$ cat config.mk
export PLATFORM = sky130hd
export DESIGN_NAME = pong_ball_engine
export DESIGN_NICKNAME = d
export VERILOG_FILES = /design/src/rtl/pong_ball_engine_pkg.sv /design/src/rtl/pong_ball_engine_edge_detect.sv /design/src/rtl/pong_ball_engine.sv
export SDC_FILE = /design/constraint.sdc
export NUM_CORES = 1
export LEC_CHECK = 0
export ABC_AREA = 1
export CORE_UTILIZATION = 55
export CTS_CLUSTER_DIAMETER = 60
export DETAILED_ROUTE_END_ITERATION = 6
export PLACE_DENSITY = 0.8
export SYNTH_ARGS = -nofsm -noshare
export SYNTH_HDL_FRONTEND = slang
export SYNTH_HIERARCHICAL = 1
export SYNTH_SLANG_ARGS = --single-unit
$ cat constraint.sdc
create_clock -name clk -period 3.55 [get_ports clk]
set_clock_uncertainty 0.15 [all_clocks]
set_input_delay 0.355 -clock clk [delete_from_list [all_inputs] [get_ports clk]]
set_output_delay 0.355 -clock clk [all_outputs]
set_load 0.02 [all_outputs]
$ cat src/rtl/pong_ball_engine_pkg.sv
// Shared constants, state encoding and speed table for the PONG ball engine.
package pong_ball_engine_pkg;

  localparam int unsigned H_RES          = 1024;
  localparam int unsigned V_RES          = 768;
  localparam int unsigned BALL_SIZE      = 16;
  localparam int unsigned PADDLE_W       = 16;
  localparam int unsigned PADDLE_H       = 128;
  localparam int unsigned LEFT_PADDLE_X  = 32;
  localparam int unsigned RIGHT_PADDLE_X = 976;

  localparam int unsigned POS_W   = 11;
  localparam int unsigned ARITH_W = 12;

  // Contact planes, wall limits and serve position
  localparam int unsigned LX       = LEFT_PADDLE_X + PADDLE_W;
  localparam int unsigned RX       = RIGHT_PADDLE_X - BALL_SIZE;
  localparam int unsigned X_LIMIT  = H_RES - BALL_SIZE;
  localparam int unsigned Y_LIMIT  = V_RES - BALL_SIZE;
  localparam int unsigned X_CENTRE = (H_RES - BALL_SIZE) / 2;
  localparam int unsigned Y_CENTRE = (V_RES - BALL_SIZE) / 2;

  typedef enum logic [2:0] {
    ST_IDLE       = 3'd0,
    ST_WAIT_FRAME = 3'd1,
    ST_STEP_Y     = 3'd2,
    ST_STEP_X     = 3'd3,
    ST_SCORED     = 3'd4
  } state_t;

  // Per-frame step in px: 0->2, 1->4, 2->6, 3->8
  function automatic logic [ARITH_W-1:0] step_px(input logic [1:0] sel);
    return ARITH_W'({sel, 1'b0}) + ARITH_W'(2);
  endfunction

endpackage

$ cat src/rtl/pong_ball_engine_edge_detect.sv
// Rising-edge detector: one-cycle pulse on the first cycle a level goes high.
module pong_ball_engine_edge_detect (
  input  logic clk,
  input  logic rst_n,
  input  logic sig,
  output logic rise_c
);

  logic sig_d;

  // History register for the sampled level
  always_ff @(posedge clk or negedge rst_n) begin
    if (!rst_n) sig_d <= 1'b0;
    else        sig_d <= sig;
  end

  assign rise_c = sig & ~sig_d;

endmodule

$ cat src/rtl/pong_ball_engine.sv
// Per-frame ball sequencer: wall bounces, palette hits and misses, score pulses.
module pong_ball_engine
  import pong_ball_engine_pkg::*;
(
  input  logic             clk,
  input  logic             rst_n,
  input  logic             vsync,
  input  logic             game_en,
  input  logic             serve,
  input  logic [1:0]       speed_sel,
  input  logic [POS_W-1:0] left_palette_pos,
  input  logic [POS_W-1:0] right_palette_pos,
  output logic [POS_W-1:0] ball_xpos,
  output logic [POS_W-1:0] ball_ypos,
  output logic             score_left,
  output logic             score_right,
  output logic             in_play
);

  localparam logic [ARITH_W-1:0] C_LX      = ARITH_W'(LX);
  localparam logic [ARITH_W-1:0] C_RX      = ARITH_W'(RX);
  localparam logic [ARITH_W-1:0] C_X_LIMIT = ARITH_W'(X_LIMIT);
  localparam logic [ARITH_W-1:0] C_Y_LIMIT = ARITH_W'(Y_LIMIT);
  localparam logic [ARITH_W-1:0] C_BALL    = ARITH_W'(BALL_SIZE);
  localparam logic [ARITH_W-1:0] C_PH      = ARITH_W'(PADDLE_H);
  localparam logic [POS_W-1:0]   C_X_CTR   = POS_W'(X_CENTRE);
  localparam logic [POS_W-1:0]   C_Y_CTR   = POS_W'(Y_CENTRE);

  logic frame_tick_c;

  pong_ball_engine_edge_detect u_vsync_edge (
    .clk    (clk),
    .rst_n  (rst_n),
    .sig    (vsync),
    .rise_c (frame_tick_c)
  );

  state_t               state_q, state_d;
  logic                 dir_x_q, dir_x_d;   // 1 = moving right
  logic                 dir_y_q, dir_y_d;   // 1 = moving down
  logic [ARITH_W-1:0]   step_q, step_d, step_now;
  logic [POS_W-1:0]     x_d, y_d;
  logic                 score_left_d, score_right_d;
  logic [ARITH_W-1:0]   x_ext, y_ext, lp_ext, rp_ext;
  logic                 overlap_l, overlap_r;

  assign step_now = step_px(speed_sel);
  assign x_ext    = ARITH_W'(ball_xpos);
  assign y_ext    = ARITH_W'(ball_ypos);
  assign lp_ext   = ARITH_W'(left_palette_pos);
  assign rp_ext   = ARITH_W'(right_palette_pos);

  // Vertical overlap with each palette, evaluated on the already-updated y
  assign overlap_l = (y_ext + C_BALL > lp_ext) && (y_ext < lp_ext + C_PH);
  assign overlap_r = (y_ext + C_BALL > rp_ext) && (y_ext < rp_ext + C_PH);

  // Next-state and next-output logic
  always_comb begin
    state_d       = state_q;
    x_d           = ball_xpos;
    y_d           = ball_ypos;
    dir_x_d       = dir_x_q;
    dir_y_d       = dir_y_q;
    step_d        = step_q;
    score_left_d  = 1'b0;
    score_right_d = 1'b0;

    unique case (state_q)
      ST_IDLE: begin
        x_d = C_X_CTR;
        y_d = C_Y_CTR;
        if (serve && game_en) state_d = ST_WAIT_FRAME;
      end

      ST_WAIT_FRAME: begin
        if (frame_tick_c && game_en) state_d = ST_STEP_Y;
      end

      ST_STEP_Y: begin
        step_d  = step_now;
        state_d = ST_STEP_X;
        if (dir_y_q) begin
          if (y_ext + step_now >= C_Y_LIMIT) begin
            y_d     = POS_W'(C_Y_LIMIT);
            dir_y_d = 1'b0;
          end else begin
            y_d = POS_W'(y_ext + step_now);
          end
        end else begin
          if (y_ext <= step_now) begin
            y_d     = '0;
            dir_y_d = 1'b1;
          end else begin
            y_d = POS_W'(y_ext - step_now);
          end
        end
      end

      ST_STEP_X: begin
        state_d = ST_WAIT_FRAME;
        if (dir_x_q) begin
          if ((x_ext <= C_RX) && (x_ext + step_q >= C_RX) && overlap_r) begin
            x_d     = POS_W'(C_RX);
            dir_x_d = 1'b0;
          end else if (x_ext + step_q >= C_X_LIMIT) begin
            state_d      = ST_SCORED;
            score_left_d = 1'b1;
          end else begin
            x_d = POS_W'(x_ext + step_q);
          end
        end else begin
          // A ball already behind the plane fails the first term and always scores
          if ((x_ext >= C_LX) && (x_ext - step_q <= C_LX) && overlap_l) begin
            x_d     = POS_W'(C_LX);
            dir_x_d = 1'b1;
          end else if (x_ext < step_q) begin
            state_d       = ST_SCORED;
            score_right_d = 1'b1;
          end else begin
            x_d = POS_W'(x_ext - step_q);
          end
        end
      end

      ST_SCORED: begin
        // Relaunch back the way the ball came from
        x_d     = C_X_CTR;
        y_d     = C_Y_CTR;
        dir_x_d = ~dir_x_q;
        state_d = ST_IDLE;
      end

      default: state_d = ST_IDLE;
    endcase
  end

  // State, direction, step and output registers
  always_ff @(posedge clk or negedge rst_n) begin
    if (!rst_n) begin
      state_q     <= ST_IDLE;
      dir_x_q     <= 1'b1;
      dir_y_q     <= 1'b1;
      step_q      <= ARITH_W'(2);
      ball_xpos   <= C_X_CTR;
      ball_ypos   <= C_Y_CTR;
      score_left  <= 1'b0;
      score_right <= 1'b0;
      in_play     <= 1'b0;
    end else begin
      state_q     <= state_d;
      dir_x_q     <= dir_x_d;
      dir_y_q     <= dir_y_d;
      step_q      <= step_d;
      ball_xpos   <= x_d;
      ball_ypos   <= y_d;
      score_left  <= score_left_d;
      score_right <= score_right_d;
      in_play     <= (state_d != ST_IDLE);
    end
  end

endmodule

==> results of run 1 <==
## cells in the final DEF, fill, tap and decap left out, drive strengths merged, types with 4 or more instances in the layout
master	count
dfrtp	18
ha	51
xor2	11
fa	4
xnor2	4
nand3	58
nand4	13
nor3	6
a21oi	38
clkdlybuf4s50	51
dfstp	14
o21ai	34
nand2	141
clkbuf	5
inv	101
nor2	63
## through the flow
stage,util [%],hold WS [ps]
floorplan,-,-90.6
global placement,66.1,366
detailed placement,66.1,359
CTS,67.8,333
global route,67.8,367
finish,67.8,315
## state kept, by name, indices dropped and copies added, names as in the netlist
| register | count |
|---|---|
| score_left | 1 |
| score_right | 1 |
| step_q | 3 |
| state_q | 3 |
| dir_x_q | 1 |
| dir_y_q | 1 |
| ball_ypos | 10 |
| ball_xpos | 10 |
| in_play | 1 |
| u_vsync_edge/sig_d | 1 |
## area by class of cell
| type | count | area share (%) |
|---|---|---|
| Clock inverter | 3 | 0.999 |
| Clock buffer | 5 | 1.49 |
| Inverter | 101 | 8.43 |
| Multi-Input combinational cell | 444 | 57.3 |
| Tap cell | 96 | 2.59 |
| Timing Repair Buffer | 54 | 11.5 |
| Sequential cell | 32 | 17.7 |
## where the power goes
part / total (mW) / switching, mW / internal [mW]
Clock: 0.373 / 0.162 / 0.212
Combinational: 2.16 / 1.36 / 0.805
Sequential: 0.726 / 0.215 / 0.511
Total: 3.26 / 1.73 / 1.53
## metal layers
layer  track usage, %  wire length (um)  up-vias  part of all wire [%]
li1                 -                 -     1998                     -
met1             40.0              4540     1851                    43
met2             53.5              5110      166                    49
met3             3.14               721       14                   6.8
met4             7.58               151        0                   1.4
met5                0                 0        -                     0
## worst min-delay path by stage
stage	end	slack, ps	depth (start not counted)
floorplan	ball_xpos[10]	-90	0
global placement	step_q[1]	370	2
detailed placement	step_q[1]	360	2
CTS	u_vsync_edge/sig_d	330	2
global route	u_vsync_edge/sig_d	370	2
finish	ball_ypos[7]	310	2
## logic make-up after synthesis
group | share of synthesized area [%]
compound gates | 12.1
xor+xnor | 3.35
fa+ha+maj | 18.3
buf+inv | 11.5
flops | 20.9
other cells | 0.0956
simple gates | 33.7
==> flow_metrics.env, run 1 <==
export IMPL_path_depth=18
export IMPL_postCtsSetupBuffers=0
export IMPL_synth_common_cells="130 x nand2_1, 92 x inv_1, 58 x nor2_1"
export IMPL_pre_cts_slack_ps=372
export IMPL_finalHoldViolCount=0
export IMPL_rows=30
export IMPL_syn_area_per_cell_sq_um=6.69
export IMPL_dpl_instance_area_sq_mm=0.00452
export IMPL_critPathArrivalTime_ps=3260
export IMPL_reg2reg_depth=18
export IMPL_worst_pin_slew_ps=531
export IMPL_yosys_area_top_type_share_pct=16.3
export IMPL_via_per_inst=5.48
export IMPL_synth_cells=586
export IMPL_worstPathMaxFanout=10
export IMPL_setup_viol=0
export IMPL_rsz0062_at_grt="no"
export IMPL_slew_viol_final=0
export IMPL_nets=722
export IMPL_wl_per_cell_um=14.3
export IMPL_dp_cells=727
export IMPL_critPathKind="reg2reg"
export IMPL_crit_slowest_cell="dfstp_2"
export IMPL_maxCapViolCount=0
export IMPL_io_pins=54
export IMPL_p_leak_nw=2.38
export IMPL_slowest_delay_ps=660
export IMPL_fmax_ghz=0.310
export IMPL_period_needed_ps=3230
export IMPL_grt_use_total_pct=30.4
export IMPL_rrSetupSlack_ps=320
export IMPL_first_iter_violations=331
export IMPL_dpl_hpwl_um=8380
export IMPL_cts_root_buf="clkbuf_8"
export IMPL_routed_wl_um=10500
export IMPL_setup_ws_ps=321
export IMPL_cpMostUsedCell="nand3_1"
export IMPL_postCtsHoldBufs=0
export IMPL_antenna_left=0
export IMPL_cts_resized=0
export IMPL_crit_end="ball_xpos[1]"
export IMPL_drc_errors=0
export IMPL_fin_crit_sh_pct=91.0
export IMPL_crit_path_cell_trace="ha_1 -> nand2_1 -> inv_2 -> nand3_1 -> nor2_2 -> nor2_1 -> a21oi_1 -> ha_1 -> nand3_1 -> nor2_1 -> nand3_1 -> or2_0 -> a21oi_1 -> nand3_2 -> nand2_1 -> nand2_1 -> nand3_1 -> o21ai_1"
export IMPL_grt_first_pass_wirelength_um=17700
export IMPL_ys_async_sr_fraction_pct=100
export IMPL_cp_startpoint="ball_ypos[4]"
export IMPL_status="complete, no violations"
export IMPL_powerDensity_mw_per_mm2=703
export IMPL_die_width_um=86.5
export IMPL_io_buffers=51
export IMPL_clk_transition_reported_paths_ps=80
export IMPL_layout_drive_gt1_share_pct=10.6
export IMPL_grt_pass1_vias=3800
export IMPL_initial_core_util_pct=57.4
export IMPL_synth_area_leader_cell="ha_1"
export IMPL_finalPower_mw=3.26
export IMPL_cts_buffers=5
export IMPL_ys_top_cells_by_area="ha_1 16%, nand2_1 12%, dfrtp_1 11%"
export IMPL_grt_overflow_total=0
export IMPL_seq_area_frac_synth_pct=20.9
export IMPL_start_kind="register"
export IMPL_diodes=0
export IMPL_dominantRegCellSynth="dfrtp_1"
export IMPL_synth_most_common_cell="nand2_1"
export IMPL_end_kind="register"
export IMPL_fin_area_sq_mm=0.00463
export IMPL_r2r_start="ball_ypos[4]"
export IMPL_stdcell_count=735
export IMPL_first_pass_iters=5
export IMPL_num_vias=4029
export IMPL_seq_area_sq_um=818
export IMPL_path_delay_family="simple AND/OR/NAND/NOR gates"
export IMPL_fillers=639
export IMPL_gp_congestion=0.946
export IMPL_ys_ff_latch=32
export IMPL_cp_num_buf_inv=1
export IMPL_slew_headroom_pct=64.3
export IMPL_r2r_end="ball_xpos[1]"
export IMPL_synth_area_sq_mm=0.00392
export IMPL_ys_warn_count=6
export IMPL_critPathRequiredTime_ps=3590
export IMPL_dieArea_sq_mm=0.00747
export IMPL_fin_setup_tns_ps=0
export IMPL_cts_sinks=32
export IMPL_clock_latency_ps=300
export IMPL_area_delta_synth_final_pct=18.1
export IMPL_hold_class="in2async"
export IMPL_max_clock_path_buffers=2
export IMPL_core_area_sq_mm=0.00683
export IMPL_multi_input_area_sq_mm=0.00266
export IMPL_synth_distinct_cells=48
export IMPL_cts_tree="built"
export IMPL_htreeDepth=2
export IMPL_peakVddDrop_v=0.000406
export IMPL_synth_edff_count=0
export IMPL_grt_max_degree=33
export IMPL_antenna_found_initial=0
export IMPL_die_h_um=86.5
No activity file was read; power rests on OpenSTA's default activity.
==> inputs of run 2 (changes only) <==
Settings changed: CTS_CLUSTER_SIZE set to 20.
==> results of run 2 <==
Same layout as run 1: the final DEF is identical, and so are final timing and power.
==> patch 1: new RTL, settings of run 2 <==
Re-encode `state_t` (5 states) as one-hot, 5 bits wide.
--- a/src/rtl/pong_ball_engine_pkg.sv
+++ b/src/rtl/pong_ball_engine_pkg.sv
@@ -21,10 +21,10 @@
   localparam int unsigned Y_CENTRE = (V_RES - BALL_SIZE) / 2;
 
-  typedef enum logic [2:0] {
-    ST_IDLE       = 3'd0,
-    ST_WAIT_FRAME = 3'd1,
-    ST_STEP_Y     = 3'd2,
-    ST_STEP_X     = 3'd3,
-    ST_SCORED     = 3'd4
+  typedef enum logic [4:0] {
+    ST_IDLE       = 5'b00001,
+    ST_WAIT_FRAME = 5'b00010,
+    ST_STEP_Y     = 5'b00100,
+    ST_STEP_X     = 5'b01000,
+    ST_SCORED     = 5'b10000
   } state_t;
 
Function: no difference found for any inputs over 10 cycles, from zero or initial values and one cycle with rst_n low; not proved beyond that.
==> patch 1 against run 2 <==
First-iteration DRC count fell by 8.2%. Count of clock-buffer cells in the layout unchanged. Utilization increased by 0.31 points. Sequential cell count rose by 2. Total power fell by 36%. Worst setup slack got worse by 0.021 ns. Synthesized area fell by 0.22%. Routed wire length grew 0.98%. Design area increased by 0.46%. Largest cell class unchanged.
==> patch 1: results (changes against run 2) <==
metric,value,unit,change
status,"complete, no violations",,
share_seq_of_total_power,27.3,%,+5.0 points
multi_input_area_share,55.8,%,-1.5 points
rrSetupSlack,0.30,ns,-0.02 ns
multi_input_area,0.00260,mm²,-2.2%
synth_area_per_cell,6.62,µm²,-1.1%
fillers,600,,-6.1%
worst_r2r_path_depth,17,,-1
final_cells,739,,+0.54%
p_sw_share,44.5,%,-8.6 points
numClockSinks,34,,+6.3%
p_seq,0.574,mW,-21%
grt_pass1_wl,17.5,mm,-1.4%
finalCritPeriodShare,91.6,%,+0.60 points
dr_wl_met3,813,µm,+13%
grt_util_met2,48.0,%,-5.5 points
clk_share,2.96,%,+0.47 points
grt_max_degree,35,,+6.1%
clock_net_power,0.441,mW,+18%
grt_pass1_vias,3786,,-0.37%
buf_share,11.5,%,-0.053 points
pre_cts_slack,0.286,ns,-0.0860 ns
critPathMaxFanout,11,,+1
met1_length,4.71,mm,+3.7%
place_congestion,1.03,,+8.4%
num-multi-input-gates,443,,-0.23%
vias,4060,,+0.77%
seq_area_frac_synth,22.2,%,+1.4 points
post_drt_wl_per_cell,14.4,µm,+0.43%
nonClockInverterCount,104,,+3.0%
nets,726,,+0.55%
cts_root_buf,clkbuf_8,,
vdd_drop_max,0.000355,V,-13%
reg.largest.list,"ball_xpos x10, ball_ypos x10, state_q x5",,
synth_area_leaders,"ha_1 16%, nand2_1 13%, dfrtp_1 12%",,
hpwl,8.43,mm,+0.62%
seq_area_share,18.7,%,+1.0 points
grt_use_met3,3.33,%,+0.19 points
synth.top_cells.by_count,"136 x nand2_1, 98 x inv_1, 62 x nor2_1",,
dr.first_iter.drc_count,304,,-8.2%
yosysUniqueCellTypes,43,,-10%
cp-endpoint,ball_xpos[2],,
worstPathArrival,3.27,ns,about the same
met1_usage,41.2,%,+1.2 points
p_leak,2.41,nW,+1.1%
placed_area,0.00451,mm²,-0.11%
wl_met2,4.86,mm,-4.9%
gr-usage-all-layers,29.6,%,-0.85 points
holdWs,0.319,ns,+0.00445 ns
## patch 1: cell types whose count changed in the layout (fill, tap and decap cells not counted), sizes merged, moves of 3 or more
| cell | run 2 | this run |
|---|---|---|
| nand3 | 58 | 49 |
| nand4 | 13 | 9 |
| and2 | 0 | 3 |
| a21oi | 38 | 29 |
| o21ai | 34 | 39 |
| nand2 | 141 | 144 |
| xor2 | 11 | 18 |
## patch 1: cells by family after synthesis
family | share of synthesized area (%)
compound gates | 11.8
xor+xnor | 4.70
fa+ha+maj | 18.4
buf+inv | 11.6
flops | 22.2
other cells | 0.0958
simple gates | 31.3
## patch 1: what timing repair did
item	4_1_cts	5_1_grt
buffers inserted	0	0
endpoints found under the setup margin	0	1
resized for setup	0	1
==> patch 2: new RTL, settings of run 2 <==
Without the edit above. Change the package constant `POS_W` from 11 to 15.
--- a/src/rtl/pong_ball_engine_pkg.sv
+++ b/src/rtl/pong_ball_engine_pkg.sv
@@ -10,5 +10,5 @@
   localparam int unsigned RIGHT_PADDLE_X = 976;
 
-  localparam int unsigned POS_W   = 11;
+  localparam int unsigned POS_W   = 15;
   localparam int unsigned ARITH_W = 12;
 
Ports: changed (resized ball_xpos, ball_ypos, left_palette_pos and right_palette_pos); port bits go from 54 to 70. No check against the original RTL was run, so the function may have changed too.
==> patch 2 against run 2 <==
Critical path depth rose by 3. Worst setup slack got worse by 0.020 ns. Synthesized area grew 14%. First-iteration DRC count is 41% lower. The run now ends with hold timing left. Critical path type unchanged. Routed wire length up 18%. Design area rose by 15%. Utilization increased by 0.27 points. Sequential cell count rose by 6. Total power grew 11%. Largest power group unchanged. Final cell count up 14%.
==> patch 2: results (changes against run 2) <==
metric,value,unit,change
violations,hold timing,,
p_leak,2.84,nW,+19%
io_buffers,61,,+20%
nets,834,,+16%
syn_inst,677,,+16%
synth_area_leaders,"ha_1 15%, nand2_1 15%, dfrtp_1 13%",,
p_clk_share,12.9,%,+1.5 points
holdWs,-0.00685,ns,-0.321 ns
yosysUniqueCellTypes,45,,-6.3%
seq_area_frac_synth,21.7,%,+0.82 points
dr.first_iter.drc_count,196,,-41%
synth.top_cells.by_count,"177 x nand2_1, 114 x inv_1, 60 x nor2_1",,
vdd_drop_max,0.000442,V,+8.9%
hpwl,9.81,mm,+17%
gr-usage-all-layers,31.4,%,+0.94 points
tightest_slew,0.853,ns,+0.322 ns
p_total,3.63,mW,+11%
clkSlewWorstSetupHoldPaths,0.10,ns,+0.02 ns
hold_viol,3,,+3
placed_area,0.00516,mm²,+14%
status,"complete, but fails checks",,
fillers,734,,+15%
reg.largest.list,"ball_xpos x13, ball_ypos x13",,
p_seq,0.818,mW,+13%
grt_pass1_wl,21.1,mm,+19%
post_drt_wl_per_cell,14.8,µm,+3.1%
pre_cts_slack,0.140,ns,-0.232 ns
cpPeakStageDelay,0.61,ns,-0.05 ns
critPathMaxFanout,5,,-5
switching_power,1.88,mW,+8.5%
## patch 2: layout make-up
class / instances / area [µm²] / share of cell area (%)
clock buffer: 5 / 68.8 / 1.29
inverter: 118 / 443 / 8.33
sequential: 38 / 968 / 18.2
tap: 102 / 128 / 2.40
timing repair buffer: 68 / 658 / 12.4
multi-input combinational: 507 / 2980 / 56.1
clock inverter: 3 / 68.8 / 1.29
## patch 2: repair_timing
item                       4_1_cts  5_1_grt
setup endpoints to repair        0        5
resized for setup                0        5
setup buffers                    0        0
## patch 2: final timing paths
| kind | to | depth (start not counted) | slack [ns] | from |
|---|---|---|---|---|
| setup reg to reg | ball_xpos[5] | 21 | 0.30 | ball_ypos[4] |
| max in group asynchronous | ball_ypos[1] | 1 | 2.70 | rst_n |
| hold / removal | ball_xpos[9] | 1 | -0.007 | rst_n |
| min in group clk | step_q[1] | 2 | 0.37 | step_q[1] |
| hold reg to reg | step_q[1] | 2 | 0.37 | step_q[1] |
| setup / recovery | ball_xpos[5] | 21 | 0.30 | ball_ypos[4] |
## patch 2: per-layer routing
metal / global-route usage (%) / routed length (µm) / vias up
met5: 0 / 0 / -
met4: 8.33 / 201 / 0
met3: 5.06 / 710 / 23
met2: 52.2 / 5800 / 164
met1: 42.1 / 5700 / 2061
li1: - / - / 2272
## patch 2: kinds of logic (layout without fill, tap and decap cells)
logic type                 Yosys count  after routing  synth area share [%]
DFF                                 38             38                  21.7
xor gates and xnor gates            27             27                  5.29
and+or+nand+nor                    334            334                  32.7
AOI/OAI and AO/OA                   85             85                  11.0
adders and majority gates           59             59                  17.2
buffers and inverters              133            194                  12.1
other                                1              2                0.0840
